==> src/rtl/adc_channel_filter.sv <==
// adc_channel_filter: four-channel moving-average filter for a quad ADC front end.
// A captured conversion set is folded into the per-channel running sums one
// channel per clock (CH0..CH3). Averages are flagged valid once the window is full.
module adc_channel_filter #(
    parameter int WIN_LOG2 = 3
) (
    input  logic        clk,
    input  logic        reset,
    input  logic        sample_valid,
    input  logic [11:0] ch0,
    input  logic [11:0] ch1,
    input  logic [11:0] ch2,
    input  logic [11:0] ch3,
    input  logic        clear,
    output logic [11:0] avg0,
    output logic [11:0] avg1,
    output logic [11:0] avg2,
    output logic [11:0] avg3,
    output logic        avg_valid,
    output logic        busy,
    output logic        overrun,
    output logic [11:0] peak0,
    output logic [7:0]  LEDs
);

    localparam int                  WIN       = 32'd1 << WIN_LOG2;
    localparam int                  ACC_W     = 32'd12 + WIN_LOG2;
    localparam logic [WIN_LOG2:0]   FILL_FULL = (WIN_LOG2 + 1)'(WIN);
    localparam logic [WIN_LOG2:0]   FILL_ONE  = (WIN_LOG2 + 1)'(1'b1);
    localparam logic [WIN_LOG2-1:0] WPTR_ONE  = WIN_LOG2'(1'b1);

    typedef enum logic [2:0] {
        IDLE = 3'd0,
        CH0  = 3'd1,
        CH1  = 3'd2,
        CH2  = 3'd3,
        CH3  = 3'd4
    } state_t;

    state_t              state_r;
    state_t              state_next_s;
    logic                busy_r;
    logic                avg_valid_r;
    logic                overrun_r;
    logic [11:0]         cap_r   [4];
    logic [11:0]         buf_r   [4][WIN];
    logic [ACC_W-1:0]    acc_r   [4];
    logic [11:0]         avg_r   [4];
    logic [11:0]         peak0_r;
    logic [7:0]          leds_r;
    logic [WIN_LOG2-1:0] wptr_r;
    logic [WIN_LOG2:0]   fill_r;

    logic                accept_s;
    logic                drop_s;
    logic                proc_s;
    logic                first_ch_s;
    logic                last_ch_s;
    logic [1:0]          ch_idx_s;
    logic [11:0]         old_s;
    logic [ACC_W-1:0]    acc_new_s;
    logic [11:0]         avg_new_s;
    logic [WIN_LOG2:0]   fill_next_s;

    // Bar graph: level+1 ones starting at bit 0 (level 0 -> 8'h01, level 7 -> 8'hFF).
    function automatic logic [7:0] therm_bar(input logic [2:0] level);
        logic [8:0] bar;
        bar = (9'd2 << level) - 9'd1;
        return bar[7:0];
    endfunction

    // State register.
    always_ff @(posedge clk or posedge reset) begin
        if (reset) begin
            state_r <= IDLE;
        end else begin
            state_r <= state_next_s;
        end
    end

    // Next-state logic: clear aborts any set in flight.
    always_comb begin
        state_next_s = state_r;
        if (clear) begin
            state_next_s = IDLE;
        end else begin
            case (state_r)
                IDLE: begin
                    if (sample_valid) begin
                        state_next_s = CH0;
                    end else begin
                        state_next_s = IDLE;
                    end
                end
                CH0:     state_next_s = CH1;
                CH1:     state_next_s = CH2;
                CH2:     state_next_s = CH3;
                CH3:     state_next_s = IDLE;
                default: state_next_s = IDLE;
            endcase
        end
    end

    // FSM output decode: which channel is being folded in this cycle.
    always_comb begin
        accept_s   = 1'b0;
        drop_s     = 1'b0;
        proc_s     = 1'b0;
        first_ch_s = 1'b0;
        last_ch_s  = 1'b0;
        ch_idx_s   = 2'd0;
        case (state_r)
            IDLE: accept_s = sample_valid;
            CH0: begin
                drop_s     = sample_valid;
                proc_s     = 1'b1;
                first_ch_s = 1'b1;
                ch_idx_s   = 2'd0;
            end
            CH1: begin
                drop_s   = sample_valid;
                proc_s   = 1'b1;
                ch_idx_s = 2'd1;
            end
            CH2: begin
                drop_s   = sample_valid;
                proc_s   = 1'b1;
                ch_idx_s = 2'd2;
            end
            CH3: begin
                drop_s    = sample_valid;
                proc_s    = 1'b1;
                last_ch_s = 1'b1;
                ch_idx_s  = 2'd3;
            end
            default: drop_s = sample_valid;
        endcase
    end

    // Running-sum update: the accumulator always equals the buffered entries, so it cannot wrap.
    always_comb begin
        old_s     = buf_r[ch_idx_s][wptr_r];
        acc_new_s = acc_r[ch_idx_s] - ACC_W'(old_s) + ACC_W'(cap_r[ch_idx_s]);
        avg_new_s = 12'(acc_new_s >> WIN_LOG2);
        if (fill_r == FILL_FULL) begin
            fill_next_s = fill_r;
        end else begin
            fill_next_s = fill_r + FILL_ONE;
        end
    end

    // Busy mirrors the registered state so it is a clean flop output.
    always_ff @(posedge clk or posedge reset) begin
        if (reset) begin
            busy_r <= 1'b0;
        end else begin
            busy_r <= (state_next_s != IDLE);
        end
    end

    // Capture a coherent conversion set when idle.
    always_ff @(posedge clk or posedge reset) begin
        if (reset) begin
            for (int k = 0; k < 4; k++) cap_r[k] <= 12'h000;
        end else if (accept_s && !clear) begin
            cap_r[0] <= ch0;
            cap_r[1] <= ch1;
            cap_r[2] <= ch2;
            cap_r[3] <= ch3;
        end
    end

    // Sample history, accumulators and averages, one channel per state.
    always_ff @(posedge clk or posedge reset) begin
        if (reset) begin
            for (int k = 0; k < 4; k++) begin
                acc_r[k] <= '0;
                avg_r[k] <= 12'h000;
                for (int i = 0; i < WIN; i++) buf_r[k][i] <= 12'h000;
            end
        end else if (clear) begin
            for (int k = 0; k < 4; k++) begin
                acc_r[k] <= '0;
                avg_r[k] <= 12'h000;
                for (int i = 0; i < WIN; i++) buf_r[k][i] <= 12'h000;
            end
        end else if (proc_s) begin
            acc_r[ch_idx_s]         <= acc_new_s;
            avg_r[ch_idx_s]         <= avg_new_s;
            buf_r[ch_idx_s][wptr_r] <= cap_r[ch_idx_s];
        end
    end

    // Window pointer and fill count advance once per completed set; valid flags a full window.
    always_ff @(posedge clk or posedge reset) begin
        if (reset) begin
            wptr_r      <= '0;
            fill_r      <= '0;
            avg_valid_r <= 1'b0;
        end else if (clear) begin
            wptr_r      <= '0;
            fill_r      <= '0;
            avg_valid_r <= 1'b0;
        end else begin
            avg_valid_r <= proc_s && last_ch_s && (fill_next_s == FILL_FULL);
            if (proc_s && last_ch_s) begin
                wptr_r <= wptr_r + WPTR_ONE;
                fill_r <= fill_next_s;
            end
        end
    end

    // Peak hold of avg0, sampled only on valid-average cycles.
    always_ff @(posedge clk or posedge reset) begin
        if (reset) begin
            peak0_r <= 12'h000;
        end else if (clear) begin
            peak0_r <= 12'h000;
        end else if (avg_valid_r && (avg_r[0] > peak0_r)) begin
            peak0_r <= avg_r[0];
        end
    end

    // Sticky overrun for sets dropped while busy.
    always_ff @(posedge clk or posedge reset) begin
        if (reset) begin
            overrun_r <= 1'b0;
        end else if (clear) begin
            overrun_r <= 1'b0;
        end else if (drop_s) begin
            overrun_r <= 1'b1;
        end
    end

    // LED bar follows the freshly computed avg0 on the CH0 edge.
    always_ff @(posedge clk or posedge reset) begin
        if (reset) begin
            leds_r <= 8'h00;
        end else if (clear) begin
            leds_r <= 8'h01;
        end else if (proc_s && first_ch_s) begin
            leds_r <= therm_bar(avg_new_s[11:9]);
        end
    end

    assign avg0      = avg_r[0];
    assign avg1      = avg_r[1];
    assign avg2      = avg_r[2];
    assign avg3      = avg_r[3];
    assign avg_valid = avg_valid_r;
    assign busy      = busy_r;
    assign overrun   = overrun_r;
    assign peak0     = peak0_r;
    assign LEDs      = leds_r;

endmodule
==> config.mk <==
export PLATFORM = sky130hd
export DESIGN_NAME = adc_channel_filter
export DESIGN_NICKNAME = d
export VERILOG_FILES = /design/src/rtl/adc_channel_filter.sv
export SDC_FILE = /design/constraint.sdc
export NUM_CORES = 1
export LEC_CHECK = 0
export BUFFER_PORTS_ARGS = -buffer_cell sky130_fd_sc_hd__buf_2
export CAP_MARGIN = 20
export CELL_PAD_IN_SITES_DETAIL_PLACEMENT = 1
export CELL_PAD_IN_SITES_GLOBAL_PLACEMENT = 2
export CORE_UTILIZATION = 40
export CTS_CLUSTER_SIZE = 14
export DETAILED_ROUTE_END_ITERATION = 8
export GPL_ROUTABILITY_DRIVEN = 0
export GPL_TIMING_DRIVEN = 0
export PLACE_DENSITY = 0.9
export SYNTH_ARGS = -nofsm -noshare
export SYNTH_HDL_FRONTEND = slang
export SYNTH_SLANG_ARGS = --single-unit
==> constraint.sdc <==
create_clock -name clk -period 22 [get_ports clk]
set_input_delay 4.4 -clock clk [delete_from_list [all_inputs] [get_ports clk]]
set_output_delay 4.4 -clock clk [all_outputs]
set_load 0.1 [all_outputs]
==> results.yml <==
setup_path:
  timing.rr.start: "state_r[1]"
  critPathKind: "reg2reg"
  crit_end: "LEDs[3]"
  r2r_cells: 22
  crit_top_cell: "nor2_1"
  r2r_setup_slack_ns: 13.75
  cpPeakStageDelay_ns: 1.07
  cp_cell_sequence: "buf_4, clkinv_1, nor2_1, a221o_1, a221oi_1, a31oi_1, o21ai_0, nor4_1, fa_1, inv_1, ha_1, and2_2, a221oi_4, a21oi_1, nor4_1, nor2_1, nor3_1, inv_1, ha_1, nor2_1, or4b_1, nand3_1"
  crit_arrival_ns: 8.83
  crit_fanout: 10
  worstSetupStartpointType: "flip-flop"
  cp.required_ns: 22.57
  r2r-end: "LEDs[3]"
  crit_path_end_kind: "flip-flop"
  cp_slowest_cell: "nor4_1"
  crit_start: "state_r[1]"
cts:
  path_clk_slew_ns: 0.06
  postCtsSetupRepairBufs: 0
  cts.sinks: 525
  tritoncts: "yes"
  cts_resized: 0
  clockBufferDepth: 3
  htreeDepth: 2
  numCtsBuffers: 58
  root_buffer: "clkbuf_16"
  worstSkewPairLatency_ns: 0.67
  cts_hold_buf: 0
pwr:
  combPwrFrac_pct: 44.5
  power_density_mw_per_mm2: 129
  p_seq_share_pct: 27.6
  ir_drop_mv: 0.115
  power_leakage_nw: 14.2
  switchingPower_w: 0.00181
  intPower_w: 0.00217
  pwr-share-clk_pct: 27.8
  switching_share_pct: 45.6
die:
  die_h_microns: 261
  die_area_sq_mm: 0.0681
  pin_count: 123
  coreArea_sq_mm: 0.0661
  num_rows: 94
  start_util_pct: 40.6
  die_w_microns: 261
status:
  status: "finished clean"
synthesis:
  syn_inst: 2797
  synth-edff-count: 0
  ys_ff_latch: 525
  ys_types: 69
  ys_async_sr_fraction_pct: 100
  synthTopCellsByArea: "dfrtp_1 49%, a22o_1 7.0%, nor2_1 6.9%"
  synth_top_family_by_area: "compound AO/OA/AOI/OAI gates"
  yosys.area_share.adder_pct: 2.34
  ys_warn_count: 0
  seq_area_frac_synth_pct: 49.0
  netlist_area_sq_mm: 0.0268
  synth_ff_type: "dfrtp_1"
  synth_xor_xnor_area_share_pct: 0.621
  synth_mux_area_share_pct: 5.94
  post_synth.cell_area_avg_sq_um: 9.59
  synth_nets: 2892
  yosys.area.top_type_share_pct: 49.0
  yosys.area.top_type: "dfrtp_1"
  synth_compound_area_share_pct: 24.0
  synth-simple-area-share_pct: 12.0
route:
  wl_microns: 126000
  wl_per_cell_microns: 32.2
  drt-met1-wl_microns: 46400
  ant_nets: 0
  top_layer_used: "met5"
  wl_met2_microns: 54300
  first_pass_iters: 7
  drt_iter0_drc: 3274
  remaining_drc_errors: 0
  met3_length_microns: 15300
  via_count: 25600
  vias_per_cell: 6.56
global_route:
  grt_pass1_vias: 26600
  grt_overflow_total: 0
  grt_first_pass_wirelength_microns: 182000
  grt_max_degree: 134
  grtUsageTotal_pct: 37.2
  antenna_found_initial: 7
timing:
  worstMarginPinSlew_ns: 1.29
  setup_tns_ns: 0
  timing.fmax_mhz: 121
  fin_ws_ns: 13.75
  finalSetupViolCount: 0
  rsz0062_at_grt: "false"
  maxSlewViolCount: 0
  hold_violations: 0
  skew_ns: 0.0416
  final.period_utilization_pct: 37.5
  slew_headroom_pct: 14.2
  finalHoldWorstSlack_ns: 0.485
  min_period_ns: 8.25
hold_path:
  holdCritPathClass: "reg2reg"
  hold_path_startpoint: "LEDs[0]"
layout:
  area_delta_synth_final_pct: 15.1
  seq_area_sq_mm: 0.0131
  fill_cells: 7502
  multi_input_area_sq_mm: 0.0121
  design_area_sq_mm: 0.0309
  nets: 3082
  final_common_cell: "dfrtp_1"
  mostFrequentLayoutCells: "525 x dfrtp_1, 494 x nor2_1, 322 x a21oi_1"
  drive_gt1_share_pct: 13.7
placement:
  placed_cell_area_sq_mm: 0.0287
  port_buffers: 121
  pre_cts_ws_ns: 14.23
  dpl.hpwl_microns: 88900
run:
  cap_violations: 0
## registers in the layout (all words and copies together), names as in the netlist, 3 cells and up
name,count
fill_r,4
state_r,3
cap_r,48
wptr_r,3
acc_r,60
buf_r,384
LEDs,8
peak0,12
## layer usage
layer | GRT usage (%) | vias to the layer above
met4 | 25.2 | 2
li1 | - | 10400
met1 | 44.8 | 13000
met2 | 55.1 | 1655
met5 | 0 | -
met3 | 14.4 | 497
## how the worst min path moves through the flow
stage	slack, ns	cells past startpoint	endpoint
3_5_place_dp	0.46	1	LEDs[0]
3_3_place_gp	0.47	1	LEDs[0]
4_1_cts	0.49	1	LEDs[0]
6_report	0.49	1	LEDs[0]
2_1_floorplan	0.45	2	acc_r[16]
5_1_grt	0.50	1	LEDs[0]
## area by class of cell
class,instances,share of cell area (%)
sequential,525,42.6
multi-input combinational,1911,39.1
clock buffer,85,5.68
buffer,299,4.51
tap,864,3.50
timing repair buffer,130,2.55
clock inverter,23,1.27
inverter,62,0.778
antenna,7,0.0568
## stage by stage
step | cells | total power, W | utilization [%]
3_5_place_dp | 3788 | 0.00281 | 43.4
6_report | 3906 | 0.00398 | 46.7
5_1_grt | 3899 | 0.00409 | 46.7
3_3_place_gp | 3782 | 0.00276 | 43.1
4_1_cts | 3896 | 0.00391 | 46.6
2_1_floorplan | 2797 | 0.00221 | -
## critical path, delay by kind of cell (launching register included)
kind / cells / cell delay [ns]
flip-flops: 1 / 0.37
adder cells (fa/ha/maj): 3 / 1.17
AND/OR/NAND/NOR: 9 / 4.19
AO/OA/AOI/OAI: 6 / 1.74
buffers and inverters: 4 / 0.70
## cells in the mapped netlist (all sizes together), types with 6 or more instances
library cell    n
nand2b          6
ha             31
mux2           49
and3            7
o21a            7
a22o          215
clkbuf        181
and2            8
a21o            8
nor3           33
a22oi          28
xnor2          11
a221o           9
dfrtp         525
o221ai         29
a31oi           6
a221oi         65
nand2         139
nor2          495
o211ai         15
mux2i         104
nand3          54
fa             12
o21ai          85
inv            60
a21oi         322
buf           118
o22ai         100
a222oi          8
## power by group through the flow
stage	registers, W	logic [W]	clock network [W]
2_1_floorplan	0.00112	0.00109	0
3_3_place_gp	0.00111	0.00165	0
3_5_place_dp	0.00111	0.00170	0
4_1_cts	0.00110	0.00171	0.00111
5_1_grt	0.00111	0.00184	0.00115
6_report	0.00110	0.00177	0.00111
## logic make-up (layout without fill, tap and decap cells)
| kind of cell | count (synthesis) | after routing |
|---|---|---|
| AND/OR/NAND/NOR | 778 | 778 |
| buffers and inverters | 361 | 599 |
| adder cells (fa/ha/maj) | 43 | 43 |
| AO/OA/AOI/OAI | 921 | 921 |
| multiplexers | 153 | 153 |
| XOR/XNOR | 16 | 16 |
| flip-flops | 525 | 525 |
| other | 0 | 7 |
Power figures use the tool's default switching activity.
